==> config.mk <==
export PLATFORM = sky130hd
export DESIGN_NAME = div_req_scheduler
export DESIGN_NICKNAME = d
export VERILOG_FILES = /design/src/rtl/div_req_scheduler.sv
export SDC_FILE = /design/constraint.sdc
export NUM_CORES = 1
export LEC_CHECK = 0
export ABC_CLOCK_PERIOD_IN_PS = 5650
export CORE_AREA = 5 5 181 183
export DETAILED_ROUTE_END_ITERATION = 6
export DIE_AREA = 0 0 186 188
export PLACE_DENSITY_LB_ADDON = 0.2
export SYNTH_ARGS = -nofsm -noshare
export SYNTH_HDL_FRONTEND = slang
export SYNTH_SLANG_ARGS = --single-unit
==> constraint.sdc <==
create_clock -name CLK -period 5.65 [get_ports CLK]
set_clock_uncertainty 0.05 [all_clocks]
set_input_delay 1.13 -clock CLK [delete_from_list [all_inputs] [get_ports CLK]]
set_output_delay 1.13 -clock CLK [all_outputs]
set_load 0.01 [all_outputs]
==> src/rtl/div_req_scheduler.sv <==
`timescale 1ns/1ps
// div_req_scheduler
// Shares one fully pipelined signed divider among NREQ requesters.
// At most one operation is issued per cycle, and requesters are served round-robin.
// A LAT-deep tag pipeline travels alongside the divider. When a tag leaves the
// pipeline, its response is formed from the divider result or from the
// divide-by-zero flag carried in the tag.
//
// state   | meaning
// S_IDLE  | scheduler parked, no grants, nothing expected in flight
// S_RUN   | grants allowed, one issue per cycle at most
// S_DRAIN | no grants, waiting for in-flight operations to return
module div_req_scheduler #(
    parameter int TAMANYO = 32,
    parameter int NREQ    = 4,
    parameter int LAT     = 2*TAMANYO+1
) (
    input  logic                          CLK,
    input  logic                          RSTa,
    input  logic                          en,
    input  logic [NREQ-1:0]               req_valid,
    input  logic [NREQ*TAMANYO-1:0]       req_num,
    input  logic [NREQ*TAMANYO-1:0]       req_den,
    output logic [NREQ-1:0]               req_ready,
    output logic                          div_start,
    output logic [TAMANYO-1:0]            div_num,
    output logic [TAMANYO-1:0]            div_den,
    input  logic [TAMANYO-1:0]            div_coc,
    input  logic [TAMANYO-1:0]            div_res,
    input  logic                          div_done,
    output logic                          rsp_valid,
    output logic [$clog2(NREQ)-1:0]       rsp_id,
    output logic [TAMANYO-1:0]            rsp_coc,
    output logic [TAMANYO-1:0]            rsp_res,
    output logic                          rsp_err,
    output logic [$clog2(LAT+1)-1:0]      occ,
    output logic                          idle,
    output logic                          sync_err
);

    localparam int IDW = $clog2(NREQ);
    localparam int OCW = $clog2(LAT+1);
    localparam logic [IDW:0]   NREQ_W   = (IDW+1)'(NREQ);
    localparam logic [IDW-1:0] PTR_INIT = IDW'(NREQ-1);

    typedef enum logic [1:0] {
        S_IDLE  = 2'd0,
        S_RUN   = 2'd1,
        S_DRAIN = 2'd2
    } state_t;

    state_t             state;
    logic [IDW-1:0]     ptr;

    logic [IDW:0]       cand;
    logic               grant_hit;
    logic [IDW-1:0]     grant_idx;
    logic [TAMANYO-1:0] gnt_num;
    logic [TAMANYO-1:0] gnt_den;
    logic               gnt_dz;

    logic [LAT:1]       tag_v;
    logic [LAT:1]       tag_dz;
    logic [IDW-1:0]     tag_id [1:LAT];

    logic               exit_v;
    logic               exit_dz;
    logic [IDW-1:0]     exit_id;
    logic [OCW-1:0]     occ_nxt;

    // Round-robin search starting one past the last granted requester; only in RUN.
    // The candidate sum is below 2*NREQ, so a single conditional subtract wraps it.
    always_comb begin
        grant_hit = 1'b0;
        grant_idx = '0;
        cand      = '0;
        if (state == S_RUN) begin
            for (int k = 1; k <= NREQ; k++) begin
                cand = {1'b0, ptr} + (IDW+1)'(k);
                if (cand >= NREQ_W) begin
                    cand = cand - NREQ_W;
                end
                if (!grant_hit && req_valid[cand[IDW-1:0]]) begin
                    grant_hit = 1'b1;
                    grant_idx = cand[IDW-1:0];
                end
            end
        end
    end

    assign gnt_num = req_num[grant_idx*TAMANYO +: TAMANYO];
    assign gnt_den = req_den[grant_idx*TAMANYO +: TAMANYO];
    assign gnt_dz  = (gnt_den == '0);

    // One-hot grant and divider launch; operands are forced to zero when nothing is issued
    always_comb begin
        req_ready = '0;
        div_start = grant_hit;
        div_num   = '0;
        div_den   = '0;
        if (grant_hit) begin
            req_ready[grant_idx] = 1'b1;
            div_num              = gnt_num;
            div_den              = gnt_den;
        end
    end

    // Round-robin pointer follows the last granted requester
    always_ff @(posedge CLK or negedge RSTa) begin
        if (!RSTa) begin
            ptr <= PTR_INIT;
        end else if (grant_hit) begin
            ptr <= grant_idx;
        end
    end

    // Tag pipeline runs in lockstep with the divider, so stage LAT lines up with Done
    always_ff @(posedge CLK or negedge RSTa) begin
        if (!RSTa) begin
            tag_v  <= '0;
            tag_dz <= '0;
            for (int i = 1; i <= LAT; i++) begin
                tag_id[i] <= '0;
            end
        end else begin
            tag_v[1]  <= grant_hit;
            tag_dz[1] <= grant_hit & gnt_dz;
            tag_id[1] <= grant_idx;
            for (int i = 2; i <= LAT; i++) begin
                tag_v[i]  <= tag_v[i-1];
                tag_dz[i] <= tag_dz[i-1];
                tag_id[i] <= tag_id[i-1];
            end
        end
    end

    assign exit_v  = tag_v[LAT];
    assign exit_dz = tag_dz[LAT];
    assign exit_id = tag_id[LAT];

    // Response formed from the exiting tag; divide-by-zero results are masked to zero
    always_comb begin
        rsp_valid = exit_v;
        rsp_id    = '0;
        rsp_coc   = '0;
        rsp_res   = '0;
        rsp_err   = 1'b0;
        if (exit_v) begin
            rsp_id = exit_id;
            if (exit_dz) begin
                rsp_err = 1'b1;
            end else begin
                rsp_coc = div_coc;
                rsp_res = div_res;
            end
        end
    end

    // Next occupancy: an issue and a retirement in the same cycle cancel out
    always_comb begin
        occ_nxt = occ;
        if (grant_hit && !exit_v) begin
            occ_nxt = occ + 1'b1;
        end else if (!grant_hit && exit_v) begin
            occ_nxt = occ - 1'b1;
        end
    end

    // Occupancy register
    always_ff @(posedge CLK or negedge RSTa) begin
        if (!RSTa) begin
            occ <= '0;
        end else begin
            occ <= occ_nxt;
        end
    end

    // Sticky flag when the divider Done disagrees with the exiting tag
    always_ff @(posedge CLK or negedge RSTa) begin
        if (!RSTa) begin
            sync_err <= 1'b0;
        end else if (div_done != exit_v) begin
            sync_err <= 1'b1;
        end
    end

    // Scheduler FSM with registered idle flag; DRAIN exits on occupancy after this cycle's retirement
    always_ff @(posedge CLK or negedge RSTa) begin
        if (!RSTa) begin
            state <= S_IDLE;
            idle  <= 1'b1;
        end else begin
            case (state)
                S_IDLE: begin
                    if (en) begin
                        state <= S_RUN;
                        idle  <= 1'b0;
                    end
                end
                S_RUN: begin
                    if (!en) begin
                        state <= S_DRAIN;
                    end
                end
                S_DRAIN: begin
                    if (en) begin
                        state <= S_RUN;
                    end else if (occ_nxt == '0) begin
                        state <= S_IDLE;
                        idle  <= 1'b1;
                    end
                end
                default: begin
                    state <= S_IDLE;
                    idle  <= 1'b1;
                end
            endcase
        end
    end

endmodule

==> metrics.yaml, run 1 <==
yosys:
  synth_fp_nets: 1112
  async_reset_ff_share_pct: 100
  synthesis.area_um2: 9990
  synth_flop_cell: "dfrtp_1"
  syn_inst: 782
  netlist-cell-type-count: 49
  ys_warn_count: 0
  synth-seq-cells: 273
  synth_edf_count: 0
  synth_area_per_cell_um2: 12.8
  synth-seq-area-share_pct: 68.5
final_layout:
  register_area_um2: 6840
  nets: 1575
  n_fill_cell: 2725
  drive_gt1_share_pct: 6.41
  multi_input_area_um2: 2890
  syn_to_final_growth_pct: 60.8
detailed_routing:
  vias: 7771
  drtIter0Drc: 373
  viasPerCell: 4.64
  drt-total-wl_um: 34300
  antenna_left: 0
  firstDrtPassIters: 5
  drc: 0
  wl_per_cell_um: 20.5
outcome:
  status: "finished clean"
global_route:
  use_met1_pct: 21.1
  grt_pass1_wl_um: 49600
  grt_most_used_layer: "met2"
  grtUsageTotal_pct: 18.8
  antenna_found_initial: 9
  grt_pass1_vias: 8218
  met3_usage_pct: 6.15
  grt.overflow.total: 0
  met2_usage_pct: 33.1
  grt_max_degree: 160
sta:
  rsz0062_at_grt: "no"
  slew_viol_final: 0
  max_freq_mhz: 194
  worst_pin_slew_ns: 1.10
  tns_ns: 0
  finalCritPeriodShare_pct: 91.3
  slew_headroom_pct: 26.6
  setup_viol: 0
  hold_violations: 0
  min_period_ns: 5.16
die:
  initial_utilization_pct: 32.1
  die_y_um: 188
  fp-row-count: 65
  core_region_area_um2: 31100
  die_w_um: 186
  die_area_um2: 35000
  io_pins: 474
clock_tree:
  clkSinkCount: 273
  post_cts_buffers: 0
  clockRootBuffer: "clkbuf_16"
  cts_tree: "done"
  clkTransAtPathRegs_ns: 0.06
  cts-buffers-inserted: 26
  hold_buffers: 0
  htree_levels: 1
  cts_buffer_depth: 3
  clk-insertion-delay-late_ns: 0.51
  ctsResizeCount: 0
job:
  drv_cap: 0
worst_setup_path:
  timing.rr.end: "tag_dz[1]$_DFF_PN0_"
  cpMostUsedCell: "clkdlybuf4s50_1"
  cp.arrival_ns: 3.98
  r2r_start: "ptr[1]$_DFFE_PN1P_"
  end_kind: "primary output"
  crit_type: "input pin to primary output"
  worstRegToRegCells: 10
  reg2reg_slack_ns: 2.31
  critPathMaxFanout: 30
  start_kind: "input pin"
  required_ns: 4.47
  path_cells: "clkdlybuf4s50_1 -> nor2b_1 -> o21bai_1 -> a21o_4 -> buf_4 -> mux4_2 -> and2_1 -> clkdlybuf4s50_1"
  slowest_delay_ns: 0.52
  cp_slowest_cell: "mux4_2"
power:
  powerDensity_nw_per_um2: 327
  finalPower_mw: 5.24
  ir_drop_mv: 0.226
  leakagePower_nw: 7.43
place:
  dp_hpwl_um: 26900
  portBuffers: 473
  place_congestion: 0.887
hold_path:
  worstHoldEndpoint: "tag_id[64]$_DFF_PN0_"
  hp-class: "flip-flop to flip-flop"
  whs_path_depth: 0
  min_from: "tag_id[66]$_DFF_PN0_"
power breakdown:
group | internal (mW) | switching (mW) | total [mW]
logic | 0.642 | 0.589 | 1.23
registers | 2.15 | 0.103 | 2.26
clock network | 1.07 | 0.683 | 1.76
registers in the layout (all words and copies together), names as in the netlist, 2 cells and up:
signal and cells:
exit_id 2, tag_v 65, tag_dz 65, ptr 2, tag_id 128, state 2
occ 7
critical path: cells and delay by family:
| family | cells | cell delay, ns |
|---|---|---|
| muxes | 1 | 0.52 |
| and+or+nand+nor | 2 | 0.39 |
| buffers and inverters | 3 | 1.27 |
| AOI/OAI and AO/OA | 2 | 0.65 |
routing by layer:
metal,share of wire (%),up-vias
met2,52,373
met3,9.4,48
li1,-,3581
met1,36,3767
met5,0.058,-
met4,2.8,2
logic make-up (layout without fill, tap and decap cells):
group           Yosys count  in the layout  synth area share [%]
other cells               0              8                     0
simple gates            268            268                  13.1
buf+inv                  57            539                  2.92
flops                   273            273                  68.5
mux                      63             63                  6.69
fa+ha+maj                 2              2                 0.251
compound gates          112            112                  7.91
xor+xnor                  7              7                 0.689
cell usage in the layout, fill, tap and decap left out, types with 6 or more instances in the layout:
cell and count:
a21oi_1 34, nand4_1 6, and2_1 70, clkbuf_8 8, clkdlybuf4s50_1 468, buf_4 12, mux2i_1 60, nor2_1 53
o22ai_1 30, nand2_1 102, nand3_1 9, diode_2 8, a32o_1 26, o21ai_0 7, clkbuf_16 27, dfrtp_1 270
final cells by class:
class                      instances  area share [%]
antenna                            8           0.125
clock buffer                      40            5.01
clock inverter                     7           0.623
inverter                           6           0.140
multi-input combinational        452            18.0
sequential                       273            42.6
tap                              402            3.13
timing repair buffer             486            30.4
stage by stage:
stage | util (%) | worst slack [ns] | hold slack, ns | instances | area, um^2
2_1_floorplan | - | 1.51 | 0.281 | 782 | 9990
5_1_grt | 51.7 | 0.307 | 0.293 | 1674 | 16100
6_report | 51.7 | 0.490 | 0.287 | 1674 | 16100
4_1_cts | 51.6 | 0.481 | 0.291 | 1666 | 16000
3_5_place_dp | 48.7 | 0.506 | 0.285 | 1619 | 15100
3_3_place_gp | 48.7 | 0.568 | 0.283 | 1619 | 15100
worst max path at each step:
stage,from,endpoint,slack [ns],cells after the start
5_1_grt,req_valid[1],div_den[5],0.31,10
4_1_cts,req_valid[1],div_num[29],0.48,8
3_5_place_dp,req_valid[1],div_num[29],0.51,8
2_1_floorplan,req_valid[1],div_num[10],1.51,9
3_3_place_gp,req_valid[1],div_num[29],0.57,8
6_report,req_valid[1],div_num[0],0.49,8
cell usage after synthesis, types with 2 or more instances:
cell,count,area share [%]
inv_1,4,0.15
clkbuf_1,18,0.68
buf_1,6,0.23
o22ai_1,30,1.9
a21oi_1,34,1.7
dfrtp_1,270,68
mux4_2,3,0.68
a21boi_0,2,0.15
buf_2,20,1.0
nor4_2,2,0.25
nand3_1,9,0.45
or2_2,2,0.13
nor3b_1,2,0.15
and2_1,70,4.4
nand2_1,102,3.8
nand4_1,6,0.38
nand2b_1,5,0.31
nor3_1,2,0.10
a32o_2,2,0.23
mux2i_1,60,6.0
dfstp_2,3,0.79
or4_1,4,0.30
nor2_1,53,2.0
inv_2,2,0.075
nor2b_1,4,0.25
o21ai_0,7,0.35
a32o_1,26,2.6
ha_1,2,0.25
xnor2_1,5,0.44
a41oi_1,2,0.18
buf_6,7,0.79
(Power assumes the default switching activity.)
==> run 2: changes to the inputs <==
--- a/config.mk
+++ b/config.mk
@@ -6,10 +6,13 @@
 export NUM_CORES = 1
 export LEC_CHECK = 0
 export ABC_CLOCK_PERIOD_IN_PS = 5650
-export CORE_AREA = 5 5 181 183
+export CELL_PAD_IN_SITES_DETAIL_PLACEMENT = 1
+export CELL_PAD_IN_SITES_GLOBAL_PLACEMENT = 2
+export CORE_MARGIN = 5
+export CORE_UTILIZATION = 27
 export DETAILED_ROUTE_END_ITERATION = 6
-export DIE_AREA = 0 0 186 188
 export PLACE_DENSITY_LB_ADDON = 0.2
+export SLEW_MARGIN = 5
 export SYNTH_ARGS = -nofsm -noshare
 export SYNTH_HDL_FRONTEND = slang
 export SYNTH_SLANG_ARGS = --single-unit
==> run 2 against run 1 <==
Non-clock buffer count is 1 higher. Register-to-register slack better by 0.20 ns. Design area is 0.31% higher. Largest power group unchanged. Core utilization is 7.6 points lower. Sequential power hardly changed. Die area is 17% higher. Flip-flop and latch count stayed put. Setup slack better by 0.076 ns. Clock power is 3% lower. Critical path type unchanged. Clock-buffer cell count is 2 lower. Maximum frequency is 1.5% higher. Critical path depth is 2 higher. Critical endpoint is now div_den[16].
==> metrics.yaml, run 2 (synthesis results as in run 1) <==
outcome:
  status: "finished clean"
place:
  dp_cells: 1686
  place_ws_ns: 0.549
  placed_area_um2: 15200
  dp_hpwl_um: 28600
  portBuffers: 473
  place_congestion: 0.873
sta:
  slew_viol_final: 0
  hold_violations: 0
  setup_slack_ns: 0.566
  slew_headroom_pct: 34.9
  setup_viol: 0
  min_period_ns: 5.08
  rsz0062_at_grt: "no"
  finalCritPeriodShare_pct: 90.0
  max_freq_mhz: 197
  tns_ns: 0
  worst_pin_slew_ns: 0.976
  timing.hold.ws_ns: 0.295
global_route:
  grt_pass1_vias: 8393
  grt_pass1_wl_um: 54500
  grt.overflow.total: 0
  antenna_found_initial: 5
  grtUsageTotal_pct: 17.2
  grt_max_degree: 142
power:
  finalPower_mw: 5.18
  seq_power_share_pct: 43.6
  p_comb_share_pct: 23.6
  ir_drop_mv: 0.217
  clockPowerShare_pct: 32.8
  powerDensity_nw_per_um2: 322
  p_sw_share_pct: 26.2
  leakagePower_nw: 7.41
  switchingPower_mw: 1.36
  p_int_mw: 3.83
clock_tree:
  clk-insertion-delay-late_ns: 0.52
  cts-buffers-inserted: 26
  clockRootBuffer: "clkbuf_16"
  clkTransAtPathRegs_ns: 0.06
  htree_levels: 1
  clkSinkCount: 273
  ctsResizeCount: 0
  post_cts_buffers: 0
  cts_buffer_depth: 3
  cts_tree: "done"
  hold_buffers: 0
detailed_routing:
  wl_per_cell_um: 21.1
  vias: 7684
  drc: 0
  firstDrtPassIters: 4
  drt-total-wl_um: 36600
  antenna_left: 0
  viasPerCell: 4.43
  drtIter0Drc: 328
worst_setup_path:
  r2r_start: "ptr[1]$_DFFE_PN1P_"
  critPathMaxFanout: 65
  end_kind: "primary output"
  critPathCapture: "div_den[16]"
  cp.arrival_ns: 3.90
  reg2reg_slack_ns: 2.51
  start_kind: "input pin"
  worstRegToRegCells: 10
  critPathLaunch: "req_valid[1]"
  crit_type: "input pin to primary output"
  required_ns: 4.47
  timing.rr.end: "tag_dz[1]$_DFF_PN0_"
final_layout:
  final_common_cell: "clkdlybuf4s50_1"
  nets: 1576
  largest-register: "tag_id"
  drive_gt1_share_pct: 6.10
  n_fill_cell: 3892
  stdcell_count: 1735
  final_area_um2: 16100
  final_util_pct: 44.1
  syn_to_final_growth_pct: 61.3
  reg.largest.list: "tag_id x128, tag_dz x65, tag_v x65"
  final_cell_mix: "472 x clkdlybuf4s50_1, 270 x dfrtp_1, 101 x nand2_1, 70 x and2_1, 60 x mux2i_1"
  largest_reg_flops: 128
die:
  die_y_um: 202
  die_w_um: 202
  io_pins: 474
  initial_utilization_pct: 27.3
  core_region_area_um2: 36500
  fp-row-count: 70
  die_area_um2: 40900
job:
  drv_cap: 0
hold_path:
  hp-class: "flip-flop to flip-flop"
## run 2: final cells by class
class / instances / area [um^2] / share of cell area (%)
Sequential cell: 273 / 6840 / 42.4
Timing Repair Buffer: 487 / 4910 / 30.5
Multi-Input combinational cell: 452 / 2890 / 17.9
Clock buffer: 38 / 766 / 4.75
Tap cell: 468 / 586 / 3.63
Clock inverter: 7 / 96.3 / 0.598
Inverter: 6 / 22.5 / 0.140
Antenna cell: 4 / 10.0 / 0.0621
## run 2: worst min-delay path by stage
stage	startpoint	to	slack, ns	cells past startpoint
floorplan	tag_id[2]$_DFF_PN0_	exit_id[0]$_DFF_PN0_	0.28	0
global placement	tag_dz[17]$_DFF_PN0_	tag_dz[18]$_DFF_PN0_	0.28	0
detailed placement	tag_id[86]$_DFF_PN0_	tag_id[84]$_DFF_PN0_	0.29	0
CTS	tag_id[17]$_DFF_PN0_	tag_id[15]$_DFF_PN0_	0.29	0
global route	tag_id[124]$_DFF_PN0_	tag_id[122]$_DFF_PN0_	0.30	0
finish	tag_id[17]$_DFF_PN0_	tag_id[15]$_DFF_PN0_	0.29	0
## run 2: power groups by stage
stage                     Clock (mW)  Sequential [mW]  Combinational, mW
after floorplan                    0             2.25              0.584
after global placement             0             2.29               1.23
after detailed placement           0             2.29               1.24
after CTS                       1.76             2.26               1.25
after global routing            1.86             2.28               1.33
final                           1.70             2.26               1.22
## run 2: layer usage
layer / GRT usage (%) / up-vias / part of all wire, %
met2: 29.7 / 314 / 50
met3: 5.76 / 38 / 7.9
met4: 2.93 / 2 / 1.6
li1: - / 3583 / -
met5: 0 / - / 0.036
met1: 21.5 / 3747 / 41
## run 2: worst max-delay path, cell delays in order
cell	delay, ns
clkdlybuf4s50_1	0.56
nor2b_1	0.28
o21bai_1	0.17
a21o_4	0.29
inv_2	0.09
buf_12	0.26
nand2_1	0.09
a32o_1	0.29
nor2_1	0.11
clkdlybuf4s50_1	0.58
==> run 3: changes to the inputs <==
--- a/config.mk
+++ b/config.mk
@@ -12,7 +12,6 @@
 export CORE_UTILIZATION = 27
 export DETAILED_ROUTE_END_ITERATION = 6
 export PLACE_DENSITY_LB_ADDON = 0.2
-export SLEW_MARGIN = 5
 export SYNTH_ARGS = -nofsm -noshare
 export SYNTH_HDL_FRONTEND = slang
 export SYNTH_SLANG_ARGS = --single-unit
==> results of run 3 <==
Same layout as run 2: the final DEF is identical, and so are final timing and power.
